$ cat src/rtl/xgriscv_run_monitor.sv
// Run-control monitor for the xgriscv core: watches the fetch PC and decides when a run ends
// (end address, self-loop halt or cycle budget), with activity counters and a PC history ring.
module xgriscv_run_monitor #(
    parameter int ADDR_W      = 32,
    parameter int CNT_W       = 32,
    parameter int STALL_LIMIT = 8,
    parameter int HIST_DEPTH  = 8,
    localparam int IDX_W      = $clog2(HIST_DEPTH)
) (
    input  logic              clk,
    input  logic              rstn,
    input  logic [ADDR_W-1:0] pc_i,
    input  logic              pc_valid_i,
    input  logic [ADDR_W-1:0] end_addr_i,
    input  logic [CNT_W-1:0]  max_cycles_i,
    input  logic [IDX_W-1:0]  hist_idx_i,
    output logic              done_o,
    output logic [1:0]        status_o,
    output logic [CNT_W-1:0]  cycle_cnt_o,
    output logic [CNT_W-1:0]  pc_chg_cnt_o,
    output logic [ADDR_W-1:0] last_pc_o,
    output logic [ADDR_W-1:0] hist_pc_o,
    output logic [IDX_W:0]    hist_cnt_o
);

    // state        | meaning
    // RUN          | accepting valid PC samples, evaluating halt conditions
    // HALT_END     | PC reached end_addr_i (terminal until reset)
    // HALT_LOOP    | PC repeated STALL_LIMIT times in a row (terminal)
    // HALT_TIMEOUT | accepted-sample budget exhausted (terminal)
    typedef enum logic [1:0] {
        RUN          = 2'b00,
        HALT_END     = 2'b01,
        HALT_LOOP    = 2'b10,
        HALT_TIMEOUT = 2'b11
    } state_t;

    localparam int REP_W = (STALL_LIMIT < 1) ? 1 : $clog2(STALL_LIMIT + 1);
    localparam logic [REP_W-1:0] REP_LIMIT = REP_W'(STALL_LIMIT);
    localparam logic [IDX_W:0]   HIST_FULL = (IDX_W+1)'(HIST_DEPTH);

    state_t             state, state_nxt;
    logic [CNT_W-1:0]   cycle_cnt, pc_chg_cnt;
    logic [CNT_W-1:0]   cyc_nxt, chg_nxt;
    logic [REP_W-1:0]   rep_cnt, rep_nxt;
    logic [ADDR_W-1:0]  last_pc;
    logic               first;
    logic               accept, is_chg;
    logic [ADDR_W-1:0]  hist [HIST_DEPTH];
    logic [IDX_W-1:0]   wp, rd_ptr;
    logic [IDX_W:0]     hist_cnt;

    always_ff @(posedge clk) begin
        if (!rstn) state <= RUN;
        else       state <= state_nxt;
    end

    // Halt checks look at the post-update counters of the same sample.
    always_comb begin
        state_nxt = state;
        accept    = 1'b0;
        is_chg    = 1'b0;
        cyc_nxt   = cycle_cnt;
        chg_nxt   = pc_chg_cnt;
        rep_nxt   = rep_cnt;
        if (state == RUN && pc_valid_i) begin
            accept  = 1'b1;
            is_chg  = first || (pc_i != last_pc);
            cyc_nxt = (cycle_cnt == '1) ? cycle_cnt : cycle_cnt + CNT_W'(1);
            if (is_chg) begin
                chg_nxt = (pc_chg_cnt == '1) ? pc_chg_cnt : pc_chg_cnt + CNT_W'(1);
                rep_nxt = '0;
            end else begin
                rep_nxt = (rep_cnt == REP_LIMIT) ? rep_cnt : rep_cnt + REP_W'(1);
            end
            if (pc_i == end_addr_i)
                state_nxt = HALT_END;
            else if (rep_nxt == REP_LIMIT)
                state_nxt = HALT_LOOP;
            else if (max_cycles_i != '0 && cyc_nxt == max_cycles_i)
                state_nxt = HALT_TIMEOUT;
        end
    end

    always_ff @(posedge clk) begin
        if (!rstn) begin
            cycle_cnt  <= '0;
            pc_chg_cnt <= '0;
            rep_cnt    <= '0;
            last_pc    <= '0;
            first      <= 1'b1;
            wp         <= '0;
            hist_cnt   <= '0;
            for (int i = 0; i < HIST_DEPTH; i++) hist[i] <= '0;
        end else if (accept) begin
            cycle_cnt  <= cyc_nxt;
            pc_chg_cnt <= chg_nxt;
            rep_cnt    <= rep_nxt;
            last_pc    <= pc_i;
            first      <= 1'b0;
            if (is_chg) begin
                hist[wp] <= pc_i;
                wp       <= wp + IDX_W'(1);
                if (hist_cnt != HIST_FULL) hist_cnt <= hist_cnt + (IDX_W+1)'(1);
            end
        end
    end

    // Index 0 is the newest entry; wp points one past it and wraps naturally.
    assign rd_ptr = wp - IDX_W'(1) - hist_idx_i;

    always_comb begin
        hist_pc_o = '0;
        if ({1'b0, hist_idx_i} < hist_cnt) hist_pc_o = hist[rd_ptr];
    end

    assign done_o       = (state != RUN);
    assign status_o     = state;
    assign cycle_cnt_o  = cycle_cnt;
    assign pc_chg_cnt_o = pc_chg_cnt;
    assign last_pc_o    = last_pc;
    assign hist_cnt_o   = hist_cnt;

endmodule

$ cat config.mk
export PLATFORM = sky130hd
export DESIGN_NAME = xgriscv_run_monitor
export DESIGN_NICKNAME = d
export VERILOG_FILES = /design/src/rtl/xgriscv_run_monitor.sv
export SDC_FILE = /design/constraint.sdc
export NUM_CORES = 1
export LEC_CHECK = 0
export BUFFER_PORTS_ARGS = -buffer_cell sky130_fd_sc_hd__buf_2
export CAP_MARGIN = 20
export CELL_PAD_IN_SITES_DETAIL_PLACEMENT = 1
export CELL_PAD_IN_SITES_GLOBAL_PLACEMENT = 1
export CORE_ASPECT_RATIO = 1.75
export CORE_MARGIN = 2
export CORE_UTILIZATION = 35
export CTS_CLUSTER_DIAMETER = 40
export CTS_CLUSTER_SIZE = 16
export DETAILED_ROUTE_END_ITERATION = 16
export PLACE_DENSITY_LB_ADDON = 0.15
export SLEW_MARGIN = 25
export SYNTH_ARGS = -nofsm -noshare
export SYNTH_HDL_FRONTEND = slang
export SYNTH_SLANG_ARGS = --single-unit
$ cat constraint.sdc
create_clock -name clk -period 13.35 [get_ports clk]
set_input_delay 2.67 -clock clk [delete_from_list [all_inputs] [get_ports clk]]
set_output_delay 2.67 -clock clk [all_outputs]
set_load 0.02 [all_outputs]
==> impl_metrics.env <==
export IMPL_final_util=0.416
export IMPL_cts_setup_buffers=0
export IMPL_post_synth_inst_count=1643
export IMPL_grt_max_degree=65
export IMPL_synth_main_ff_cell="edfxtp_1"
export IMPL_timing_final_crit_share=0.607
export IMPL_tns_ns=0
export IMPL_worstMarginPinSlew_ns=1.09
export IMPL_io_pins=237
export IMPL_yosys_warnings=0
export IMPL_synth_nets=1756
export IMPL_coreArea_um2=52200
export IMPL_synth_area_leader_cell="edfxtp_1"
export IMPL_setup_ws_ns=5.25
export IMPL_cp_num_buf_inv=5
export IMPL_cts_tree="yes"
export IMPL_grt_usage=0.237
export IMPL_ys_ff_latch=366
export IMPL_io_buffers=236
export IMPL_place_ws_ns=5.22
export IMPL_layout_min_cycle_time_ns=8.10
export IMPL_ys_seq_area_frac=0.538
export IMPL_leakage_nw=8.30
export IMPL_synth_cell_types=65
export IMPL_fp_dieH_um=307
export IMPL_via_per_inst=5.44
export IMPL_dp_cells=2456
export IMPL_final_setup_skew_ns=0.0223
export IMPL_drc=0
export IMPL_antenna_left=0
export IMPL_dp_hpwl_um=43100
export IMPL_crit_type="in -> out"
export IMPL_fill_cells=5766
export IMPL_grt_pass1_wl_um=95200
export IMPL_start_util=0.352
export IMPL_slew_headroom=0.272
export IMPL_setup_violations=0
export IMPL_clock_path_buffers=3
export IMPL_crit_fanout=64
export IMPL_clock_fmax_mhz=123
export IMPL_drt_wl_total_um=63900
export IMPL_outcome="finished, final reports clean"
export IMPL_final_nets=1935
export IMPL_synth_edff_count=256
export IMPL_cp_slowest_cell="buf_4"
export IMPL_first_iter_violations=810
export IMPL_ctsHoldBuffers=0
export IMPL_htreeDepth=2
export IMPL_ir_drop_uv=97.9
export IMPL_clk_latency_ns=0.57
export IMPL_max_cap_violations=0
export IMPL_drive_gt1_frac=0.241
export IMPL_synthArstFlopShare=0
export IMPL_synthTopCellsByArea="edfxtp_1 (42%), dfxtp_1 (12%), and2_1 (8.8%)"
export IMPL_worstPathArrival_ns=5.43
export IMPL_antenna_found_initial=9
export IMPL_hold_class="reg -> reg"
export IMPL_crit_chain="buf_2 > inv_1 > ha_4 > inv_1 > fa_2 > buf_4 > mux4_2 > nand2_1 > a21oi_1 > buf_2"
export IMPL_synth_area_um2=18400
export IMPL_yosysTopAreaCellShare=0.418
export IMPL_syn2layout_area_growth_pct=18.3
export IMPL_cts_sinks=366
export IMPL_startpoint_type="input port"
export IMPL_cts_buffers=42
export IMPL_finalHoldViolCount=0
export IMPL_core_rowCount=111
export IMPL_place_area_um2=20200
export IMPL_die_x_um=177
export IMPL_critPathMaxStageDelay_ns=0.75
export IMPL_gp_congestion=0.862
export IMPL_crit_required_ns=10.68
export IMPL_cts_root_buf="clkbuf_16"
export IMPL_die_area_um2=54500
export IMPL_final_area_um2=21700
export IMPL_post_cts_resized=0
export IMPL_p_per_area_nw_per_um2=133
export IMPL_vias=13800
export IMPL_overflow=0
export IMPL_instances_no_fill=2536
export IMPL_critPathTopFamily="buffers and inverters"
export IMPL_final_common_cell="and2_1"
export IMPL_grt_setup_unrepaired="false"
export IMPL_grt_pass1_vias=15100
export IMPL_drtPass1Iterations=5
export IMPL_r2r_slack_ns=9.26
export IMPL_layout_common_cells="and2_1 (258), edfxtp_1 (256), buf_2 (236)"
export IMPL_critPathCaptureType="output pin"
export IMPL_syn_area_per_cell_um2=11.2
export IMPL_cts_clk_slew_worst_paths_ns=0.08
export IMPL_wl_per_cell_um=25.2
export IMPL_maxSlewViolCount=0
[where the power goes]
group / leakage, nW / total (W) / internal (W) / switching, W
clock: 0.726 / 0.00124 / 0.000698 / 0.000546
combinational: 4.03 / 0.000364 / 0.000136 / 0.000228
sequential: 3.55 / 0.00128 / 0.00126 / 0.0000212
[cell families after synthesis]
group                      synth area share
muxes                                0.0823
DFF                                   0.538
and+or+nand+nor                       0.212
xor gates and xnor gates             0.0757
buffers and inverters                0.0314
AOI/OAI and AO/OA                    0.0532
adders and majority gates           0.00789
[final cells by class]
type | instances | area, um2 | area share
Inverter | 24 | 92.6 | 0.00426
Clock buffer | 49 | 1130 | 0.0520
Clock inverter | 29 | 365 | 0.0168
Timing Repair Buffer | 260 | 1360 | 0.0626
Tap cell | 678 | 848 | 0.0390
Sequential cell | 366 | 9890 | 0.455
Antenna cell | 2 | 5.00 | 0.000230
Multi-Input combinational cell | 1128 | 8050 | 0.370
[stage by stage]
step	hold slack, ns	total power, W
3_3_place_gp	0.432	0.00167
2_1_floorplan	0.417	0.00153
5_1_grt	0.484	0.00299
3_5_place_dp	0.430	0.00168
6_report	0.449	0.00289
4_1_cts	0.450	0.00292
[cells in the mapped netlist, types with 10 or more instances]
library cell,n
nand4_1,34
xnor2_1,60
ha_1,10
inv_1,23
nor3_1,24
clkbuf_1,109
a21oi_1,101
mux4_2,64
o21ai_0,27
or3_1,20
xor2_1,99
nor4_1,38
and2_1,259
dfxtp_1,110
nand3_1,27
nor2_1,80
edfxtp_1,256
nand2_1,179
[path summary, 6_finish.rpt]
kind,end,from,depth (start not counted)
worst min-delay path,first$_SDFFE_PN1P_,first$_SDFFE_PN1P_,2
worst max-delay path,hist_pc_o[30],hist_idx_i[0],10
worst min register to register,first$_SDFFE_PN1P_,first$_SDFFE_PN1P_,2
worst max register to register,hist[3][6]$_SDFFCE_PN0P_,status_o[1]$_SDFFE_PN0P_,10
[metal layers]
layer	routed length (um)	GRT usage	vias up
met5	72	0	-
met4	2530	0.0970	12
met3	4250	0.0463	151
met2	32700	0.423	491
met1	24300	0.275	6936
li1	-	-	6197
[sequential cells by signal (all words and copies together), names as in the netlist]
name          flops
hist_cnt_o        4
last_pc_o        32
cycle_cnt_o      32
hist            256
first             1
wp                3
status_o          2
pc_chg_cnt_o     32
rep_cnt           4
[worst min-delay path, stage by stage, from the launching register on]
cell     delay [ns]
dfxtp_1        0.31
nand2_1        0.05
nand2_1        0.05
Power figures use the tool's default switching activity.
